===== config.mk =====
export PLATFORM = sky130hd
export DESIGN_NAME = approx_mult_pipe
export DESIGN_NICKNAME = d
export VERILOG_FILES = /design/src/rtl/approx_mult_pipe.sv
export SDC_FILE = /design/constraint.sdc
export NUM_CORES = 1
export LEC_CHECK = 0
export CAP_MARGIN = 40
export CORE_MARGIN = 5
export CORE_UTILIZATION = 30
export CTS_CLUSTER_DIAMETER = 100
export DETAILED_ROUTE_END_ITERATION = 8
export PLACE_DENSITY_LB_ADDON = 0.2
export SLEW_MARGIN = 20
export SYNTH_ARGS = -nofsm -noshare
export SYNTH_HDL_FRONTEND = slang
export SYNTH_SLANG_ARGS = --single-unit

===== constraint.sdc =====
create_clock -name clk -period 6.05 [get_ports clk]
set_input_delay 1.21 -clock clk [delete_from_list [all_inputs] [get_ports clk]]
set_output_delay 1.21 -clock clk [all_outputs]
set_load 0.05 [all_outputs]

===== src/rtl/approx_mult_pipe.sv =====
// Pipelined unsigned multiplier with per-transaction exact/approximate mode.
// Low x rows drop product columns below KEEP_COL; valid/ready stream with a global stall.
module approx_mult_pipe #(
  parameter int unsigned W        = 8,
  parameter int unsigned L        = 4,
  parameter int unsigned KEEP_COL = 8,
  parameter int unsigned STAGES   = 2,
  parameter int unsigned CNT_W    = 32
) (
  input  logic             clk,
  input  logic             rst,
  input  logic             in_valid,
  output logic             in_ready,
  input  logic [W-1:0]     x,
  input  logic [W-1:0]     y,
  input  logic             exact,
  output logic             out_valid,
  input  logic             out_ready,
  output logic [2*W-1:0]   z,
  output logic             z_exact,
  output logic [CNT_W-1:0] txn_count
);

  localparam int unsigned PW = 2 * W;

  logic [PW-1:0] x_ext, y_ext;
  logic [PW-1:0] hi_d, lo_d, pp;

  logic [STAGES-1:0] vld_q;
  logic [STAGES-1:0] ex_q;
  logic [PW-1:0]     hi_q [STAGES];
  logic [PW-1:0]     lo_q [STAGES];
  logic [CNT_W-1:0]  cnt_q, cnt_d;
  logic              stall;

  // Partial-product generation: high rows (or the whole product) plus the kept low-row bits.
  always_comb begin
    x_ext = PW'(x);
    y_ext = PW'(y);
    hi_d  = '0;
    lo_d  = '0;
    pp    = '0;
    if (exact) begin
      hi_d = x_ext * y_ext;
    end else begin
      hi_d = (y_ext * (x_ext >> L)) << L;
      for (int i = 0; i < int'(L); i++) begin
        for (int j = 0; j < int'(W); j++) begin
          if (i + j >= int'(KEEP_COL)) begin
            pp        = '0;
            pp[i + j] = x[i] & y[j];
            lo_d      = lo_d + pp;
          end
        end
      end
    end
  end

  assign stall    = vld_q[STAGES-1] & ~out_ready;
  assign in_ready = ~stall;

  always_ff @(posedge clk) begin
    if (rst) begin
      vld_q <= '0;
      ex_q  <= '0;
      for (int k = 0; k < int'(STAGES); k++) begin
        hi_q[k] <= '0;
        lo_q[k] <= '0;
      end
    end else if (!stall) begin
      vld_q[0] <= in_valid;
      if (in_valid) begin
        ex_q[0] <= exact;
        hi_q[0] <= hi_d;
        lo_q[0] <= lo_d;
      end
      for (int k = 1; k < int'(STAGES); k++) begin
        vld_q[k] <= vld_q[k-1];
        ex_q[k]  <= ex_q[k-1];
        hi_q[k]  <= hi_q[k-1];
        lo_q[k]  <= lo_q[k-1];
      end
    end
  end

  always_comb begin
    cnt_d = cnt_q;
    if (vld_q[STAGES-1] && out_ready) begin
      cnt_d = cnt_q + 1'b1;
    end
  end

  always_ff @(posedge clk) begin
    if (rst) begin
      cnt_q <= '0;
    end else begin
      cnt_q <= cnt_d;
    end
  end

  // Final row reduction sits after the last slot, so z is stable while stalled.
  assign out_valid = vld_q[STAGES-1];
  assign z         = hi_q[STAGES-1] + lo_q[STAGES-1];
  assign z_exact   = ex_q[STAGES-1];
  assign txn_count = cnt_q;

endmodule


==> metrics.cfg, run 1 <==
[detailed_routing]
detail_route.vias_per_cell = 4.43
drtAntennaViolNets = 0
routed-via-count = 4639
wl_per_cell_um = 13.5
drtIter0Drc = 160
drt_pass1_iterations = 5
drcViolationCount = 0
routed_wl_mm = 14.1

[finish]
post-route-util = 0.366
final-instance-count-excl-fill = 1048
post_synthesis_to_final_layout_area_growth_pct = 21.2
final_net_count = 898
fill_cells = 2236
n_antenna_cell = 0
post_route_cells_drive_above_1_share = 0.0534

[logic_synthesis]
dominant_combinational_cell_family_by_area_after_synthesis = adder cells
synth_nets = 820
synth_top_flop_cell = sky130_fd_sc_hd__edfxtp_1
synth.yosys.seq_area_share = 0.313
synthesis.yosys.warnings = 0
synth-async-reset-ratio = 0
synth.mux.area_fraction = 0.00326
synth_fa_ha_area_frac = 0.272
synth-compound-area-share = 0.0877
avgSynthCellArea_um2 = 9.52
postSynthRegisterBits = 80
number_of_library_cell_types_mapped_by_synthesis = 50
syn_inst = 686
yosys.area_share.xor_xnor = 0.0603
syn_area_um2 = 6530
synth_simple_gate_area_frac = 0.191
synth-edff-count = 44

[sta]
setup_repair_after_global_routing_missed_its_margin = no
slew_headroom = 0.635
min_period_ns = 5.64
timing.clock.skew_ns = 0.00636
setup_failing_eps_final = 0
hold-worst-slack_ns = 0.452
worst_pin_slew_ns = 0.545
fin_setup_tns_ns = 0
pins_over_slew_limit = 0
layout_worst_path_cycle_share = 0.932
maxClockFrequency_mhz = 177
timing.final.hold_violations = 0

[outcome]
run_status = finished, final reports clean

[cts]
cts-htree-levels = 3
cts_setup_buffers = 0
clkSlewWorstSetupHoldPaths_ns = 0.06
cts_resized = 0
tritoncts = built
clk_path_buf_depth = 2
cts_hold_repair.buffers = 0
cts_buffers = 9
clock-sinks = 80
worst_skew_pair.late_latency_ns = 0.33
ctsRootBufferMaster = sky130_fd_sc_hd__clkbuf_16

[placed_design]
routabilityCongestion = 0.799
io_buf_count = 71
dp_hpwl_mm = 11.9
place_inst = 1033

[setup_path]
critical_path.endpoint_type = flip-flop
cp.required_ns = 6.12
critPathMostFrequentCell = sky130_fd_sc_hd__fa_1
timing.critical_path.cells = clkdlybuf4s50_1 > nand2_1 > fa_1 > inv_1 > fa_1 > fa_1 > inv_1 > fa_1 > inv_1 > ha_1 > o21a_1 > o21ai_0 > nor3_2 > a2111oi_4 > xor2_1 > o22ai_1
cpMaxStageDelayCell = sky130_fd_sc_hd__clkdlybuf4s50_1
critical_path_depth = 16
cp.arrival_ns = 5.71
r2r_cells = 6
cp.buffers_inverters = 4
startpoint_type = primary input
kind_of_cell_with_the_highest_combined_delay_on_the_critical_path = adder cells
crit_path_max_incr_delay_ns = 0.62
crit_type = primary input to flip-flop
path_max_fanout = 8

[die]
floorplan.io_pins = 72
die_boundary_height_um = 158
fp.coreArea_um2 = 21600
die_w_um = 158
cell_row_count = 54
initial_utilization = 0.302
die_area_um2 = 24800

[global_routing]
globalRouteOverflowTotal = 0
grt.met2_usage = 0.180
grt_start_max_net_pins = 41
grt_use_met1 = 0.170
initial_antenna_violation_count = 0
via_count_of_the_first_global_routing_pass = 4494
grt_pass1_wl_mm = 23.1
grt.met3_usage = 0.0146
grt_use_total = 0.116
busiest_layer = met2

[pwr]
power.ir.vdd_worst_mv = 0.116
p_leak_nw = 3.57
post-layout-total-power_w = 0.00207
power.density_cell_area_nw_per_um2 = 262

[run]
maxCapViolCount = 0

[hold_path]
min-delay-path-class = flip-flop to flip-flop
hold_depth = 2

-- cell usage after synthesis, types with 2 or more instances --
| master | count | area [um^2] |
|---|---|---|
| sky130_fd_sc_hd__nand2b_1 | 4 | 25.0 |
| sky130_fd_sc_hd__and3_1 | 14 | 87.6 |
| sky130_fd_sc_hd__o21a_1 | 8 | 60.1 |
| sky130_fd_sc_hd__a21oi_1 | 25 | 125 |
| sky130_fd_sc_hd__xnor2_1 | 20 | 175 |
| sky130_fd_sc_hd__a21o_2 | 2 | 17.5 |
| sky130_fd_sc_hd__a21o_1 | 8 | 60.1 |
| sky130_fd_sc_hd__o22ai_1 | 2 | 12.5 |
| sky130_fd_sc_hd__nand3_1 | 19 | 95.1 |
| sky130_fd_sc_hd__clkbuf_1 | 12 | 45.0 |
| sky130_fd_sc_hd__nand4_1 | 7 | 43.8 |
| sky130_fd_sc_hd__and2_1 | 53 | 332 |
| sky130_fd_sc_hd__edfxtp_1 | 44 | 1320 |
| sky130_fd_sc_hd__nor2_1 | 53 | 199 |
| sky130_fd_sc_hd__nor3_1 | 6 | 30.0 |
| sky130_fd_sc_hd__a2111oi_4 | 2 | 55.1 |
| sky130_fd_sc_hd__or3_1 | 7 | 43.8 |
| sky130_fd_sc_hd__nand2_1 | 62 | 233 |
| sky130_fd_sc_hd__nor4_1 | 2 | 12.5 |
| sky130_fd_sc_hd__o21ai_0 | 13 | 65.1 |
| sky130_fd_sc_hd__ha_1 | 65 | 813 |
| sky130_fd_sc_hd__o21bai_1 | 3 | 22.5 |
| sky130_fd_sc_hd__and4_1 | 4 | 35.0 |
| sky130_fd_sc_hd__nor3b_1 | 2 | 15.0 |
| sky130_fd_sc_hd__inv_1 | 98 | 368 |
| sky130_fd_sc_hd__nor2b_1 | 7 | 43.8 |
| sky130_fd_sc_hd__o31ai_1 | 2 | 15.0 |
| sky130_fd_sc_hd__fa_1 | 48 | 961 |
| sky130_fd_sc_hd__buf_4 | 8 | 60.1 |
| sky130_fd_sc_hd__dfxtp_1 | 36 | 721 |
| sky130_fd_sc_hd__a31oi_1 | 2 | 12.5 |
| sky130_fd_sc_hd__xor2_1 | 25 | 219 |
| sky130_fd_sc_hd__a211oi_1 | 6 | 45.0 |
-- sequential cells by signal, indices dropped and copies added, names as in the netlist --
| signal | flops |
|---|---|
| hi_q | 32 |
| vld_q | 2 |
| txn_count | 32 |
| ex_q | 2 |
| lo_q | 12 |
-- layer usage --
metal,vias up,part of all wire
met5,-,0
met3,10,0.022
met1,2142,0.53
met4,0,0.011
li1,2420,-
met2,67,0.44
-- power breakdown --
| group | switching [W] | leakage (nW) | total, W | internal [W] |
|---|---|---|---|---|
| combinational | 0.000522 | 2.64 | 0.000908 | 0.000385 |
| clock | 0.000208 | 0.144 | 0.000521 | 0.000314 |
| sequential | 0.0000138 | 0.791 | 0.000644 | 0.000631 |
-- cells by family (layout without fill, tap and decap cells) --
kind of cell | after synthesis | after routing
AND/OR/NAND/NOR | 245 | 245
flip-flops | 80 | 80
AO/OA/AOI/OAI | 82 | 82
multiplexers | 2 | 2
XOR/XNOR | 45 | 45
adder cells (fa/ha/maj) | 113 | 113
buffers and inverters | 119 | 201
-- cells in the final DEF (no fill, tap or decap), types with 3 or more instances in the layout --
cell type / count
sky130_fd_sc_hd__inv_1: 98
sky130_fd_sc_hd__clkdlybuf4s50_1: 71
sky130_fd_sc_hd__ha_1: 65
sky130_fd_sc_hd__nand2_1: 62
sky130_fd_sc_hd__and2_1: 53
sky130_fd_sc_hd__nor2_1: 53
sky130_fd_sc_hd__fa_1: 48
sky130_fd_sc_hd__edfxtp_1: 44
sky130_fd_sc_hd__dfxtp_1: 36
sky130_fd_sc_hd__a21oi_1: 25
sky130_fd_sc_hd__xor2_1: 25
sky130_fd_sc_hd__xnor2_1: 20
sky130_fd_sc_hd__nand3_1: 19
sky130_fd_sc_hd__buf_4: 15
sky130_fd_sc_hd__and3_1: 14
sky130_fd_sc_hd__o21ai_0: 13
sky130_fd_sc_hd__clkbuf_16: 10
sky130_fd_sc_hd__a21o_1: 8
sky130_fd_sc_hd__o21a_1: 8
sky130_fd_sc_hd__nor2b_1: 7
sky130_fd_sc_hd__or3_1: 7
sky130_fd_sc_hd__nand4_1: 7
sky130_fd_sc_hd__nor3_1: 6
sky130_fd_sc_hd__a211oi_1: 6
sky130_fd_sc_hd__nand2b_1: 4
sky130_fd_sc_hd__and4_1: 4
sky130_fd_sc_hd__o21bai_1: 3
-- tightest hold or removal path, delay by kind of cell (launching register included) --
family          cells  cell delay (ns)
compound gates      1             0.05
flops               1             0.31
simple gates        1             0.05
-- per-stage QoR --
step | setup slack [ns] | instance area [um^2]
final | 0.412 | 7910
after global routing | 0.0937 | 7910
after CTS | 0.382 | 7910
after detailed placement | 0.0196 | 7620
after global placement | 0.132 | 7600
after floorplan | 0.737 | 6530
-- final timing paths --
kind	from	to	slack [ns]
worst max-delay path	y[5]	hi_q[0][12]	0.41
worst min-delay path	ex_q[0]	ex_q[1]	0.45
worst max register to register	vld_q[1]	hi_q[0][13]	4.05
worst min register to register	ex_q[0]	ex_q[1]	0.45
-- area by class of cell --
cell class                 instances  area, um^2  share of cell area
multi-input combinational        487        4010               0.507
clock buffer                      12         268              0.0338
timing repair buffer              88         850               0.107
tap                              280         350              0.0443
inverter                          98         368              0.0465
clock inverter                     3        23.8             0.00300
sequential                        80        2040               0.258
Note: power is estimated with default switching activity, not from simulation.
==> run 2, diff against run 1 <==
--- a/config.mk
+++ b/config.mk
@@ -9,6 +9,7 @@
 export CORE_MARGIN = 5
 export CORE_UTILIZATION = 30
 export CTS_CLUSTER_DIAMETER = 100
+export CTS_CLUSTER_SIZE = 14
 export DETAILED_ROUTE_END_ITERATION = 8
 export PLACE_DENSITY_LB_ADDON = 0.2
 export SLEW_MARGIN = 20
==> results of run 2 <==
No change in the layout: final DEF, timing and power equal those of run 1.
==> run 3, diff against run 2 <==
--- a/config.mk
+++ b/config.mk
@@ -6,6 +6,8 @@
 export NUM_CORES = 1
 export LEC_CHECK = 0
 export CAP_MARGIN = 40
+export CELL_PAD_IN_SITES_DETAIL_PLACEMENT = 2
+export CELL_PAD_IN_SITES_GLOBAL_PLACEMENT = 2
 export CORE_MARGIN = 5
 export CORE_UTILIZATION = 30
 export CTS_CLUSTER_DIAMETER = 100
==> metrics.cfg, run 3 (synthesis results as in run 1) <==
[outcome]
run_status = finished, final reports clean

[hold_path]
hold_depth = 2
min_to = ex_q[1]
min-delay-path-class = flip-flop to flip-flop
hp-start = ex_q[0]

[global_routing]
initial_antenna_violation_count = 0
grt.met2_usage = 0.273
grt_use_met1 = 0.187
via_count_of_the_first_global_routing_pass = 5674
grt.met3_usage = 0.0137
busiest_layer = met2
grt_pass1_wl_mm = 29.4
grt_start_max_net_pins = 41
grt_use_total = 0.148
globalRouteOverflowTotal = 0

[sta]
timing.final.hold_violations = 0
min_period_ns = 5.74
maxClockFrequency_mhz = 174
setup_repair_after_global_routing_missed_its_margin = no
pins_over_slew_limit = 0
worst_pin_slew_ns = 0.576
setup_failing_eps_final = 0
layout_worst_path_cycle_share = 0.948
slew_headroom = 0.612
timing.clock.skew_ns = 0.00504

[pwr]
power.density_cell_area_nw_per_um2 = 267
power.share.clock = 0.245
power.ir.vdd_worst_mv = 0.124
power.sequential.fraction = 0.307
pwr-share-comb = 0.448
post-layout-total-power_w = 0.00210
total_switching_power_w = 0.000767
p_sw_frac = 0.365
power.internal_w = 0.00134
p_leak_nw = 3.55

[detailed_routing]
wl_per_cell_um = 16.9
drcViolationCount = 0
drtIter0Drc = 149
drtAntennaViolNets = 0
routed-via-count = 4932
detail_route.vias_per_cell = 4.72
routed_wl_mm = 17.7
drt_pass1_iterations = 4

[finish]
post_route_cells_drive_above_1_share = 0.0471
layout_commonest_cell = sky130_fd_sc_hd__inv_1
post_synthesis_to_final_layout_area_growth_pct = 20.6
post-route-cell-area_um2 = 7880
highest_count_cells_in_the_layout_ignoring_fill_and_taps = sky130_fd_sc_hd__inv_1 (98), sky130_fd_sc_hd__clkdlybuf4s50_1 (71), sky130_fd_sc_hd__ha_1 (65), sky130_fd_sc_hd__nand2_1 (62)
n_antenna_cell = 0
fill_cells = 2444
final_net_count = 895

[die]
fp.coreArea_um2 = 21600
die_boundary_height_um = 158
cell_row_count = 54
die_w_um = 158
floorplan.io_pins = 72
die_area_um2 = 24800
initial_utilization = 0.302

[cts]
worst_skew_pair.late_latency_ns = 0.33
clk_path_buf_depth = 2
ctsRootBufferMaster = sky130_fd_sc_hd__clkbuf_16
cts-htree-levels = 3
cts_buffers = 9
clock-sinks = 80
clkSlewWorstSetupHoldPaths_ns = 0.05
cts_setup_buffers = 0
tritoncts = built
cts_hold_repair.buffers = 0
cts_resized = 0

[setup_path]
critical_path.endpoint_type = flip-flop
cp.required_ns = 6.11
cp.arrival_ns = 5.80
path_max_fanout = 8
timing.critical_path.from = y[6]
r2r_cells = 6
crit_type = primary input to flip-flop
worst_r2r_endpoint = txn_count[31]
regToRegStartpoint = txn_count[4]
rrSetupSlack_ns = 3.97
startpoint_type = primary input

[placed_design]
placed_area_um2 = 7600
dp_hpwl_mm = 14.9
routabilityCongestion = 0.769
io_buf_count = 71

[run]
maxCapViolCount = 0

-- run 3: stage by stage --
| stage | std cells | worst slack, ns | util | TNS (ns) | hold WS (ns) |
|---|---|---|---|---|---|
| after detailed placement | 1030 | -0.0660 | 0.351 | -0.114 | 0.449 |
| after global routing | 1045 | 0.0202 | 0.364 | 0 | 0.491 |
| after global placement | 1028 | 0.0554 | 0.350 | 0 | 0.445 |
| final | 1045 | 0.312 | 0.364 | 0 | 0.465 |
| after CTS | 1045 | 0.268 | 0.364 | 0 | 0.468 |
| after floorplan | 686 | 0.737 | - | 0 | 0.437 |
-- run 3: power by group through the flow --
stage	combinational, W	clock [W]	sequential (W)
after detailed placement	0.000949	0	0.000659
final	0.000942	0.000516	0.000646
after floorplan	0.000679	0	0.000655
after global routing	0.00106	0.000558	0.000652
after global placement	0.000920	0	0.000656
after CTS	0.000960	0.000533	0.000647
-- run 3: per-layer routing --
layer / up-vias / share of wire
met4: 0 / 0.012
met3: 13 / 0.019
met2: 59 / 0.51
li1: 2400 / -
met5: - / 0
met1: 2460 / 0.45
-- run 3: worst max path at each step --
stage                              to  cells after the start
after CTS                 hi_q[0][12]                     16
after global placement    hi_q[0][12]                     16
after global routing      hi_q[0][12]                     16
after detailed placement  hi_q[0][12]                     16
after floorplan           hi_q[0][12]                     16
final                     hi_q[0][12]                     17
-- run 3: critical path, cell delays in order --
cell                              delay [ns]
sky130_fd_sc_hd__clkdlybuf4s50_1        0.66
sky130_fd_sc_hd__and2_1                 0.21
sky130_fd_sc_hd__inv_1                  0.06
sky130_fd_sc_hd__fa_1                   0.50
sky130_fd_sc_hd__inv_1                  0.06
sky130_fd_sc_hd__fa_1                   0.50
sky130_fd_sc_hd__fa_1                   0.55
sky130_fd_sc_hd__inv_1                  0.06
sky130_fd_sc_hd__fa_1                   0.53
sky130_fd_sc_hd__inv_1                  0.04
sky130_fd_sc_hd__ha_1                   0.30
sky130_fd_sc_hd__o21a_1                 0.11
sky130_fd_sc_hd__o21ai_0                0.28
sky130_fd_sc_hd__nor3_2                 0.10
sky130_fd_sc_hd__a2111oi_4              0.35
sky130_fd_sc_hd__xor2_1                 0.17
sky130_fd_sc_hd__o22ai_1                0.10
-- run 3: area by class of cell --
type	instances	area, um^2	share of cell area
multi-input cells	487	4010	0.509
flip-flops and latches	80	2040	0.259
repair buffers	85	823	0.104
inverters	98	368	0.0467
well taps	280	350	0.0445
clock buffers	15	283	0.0359
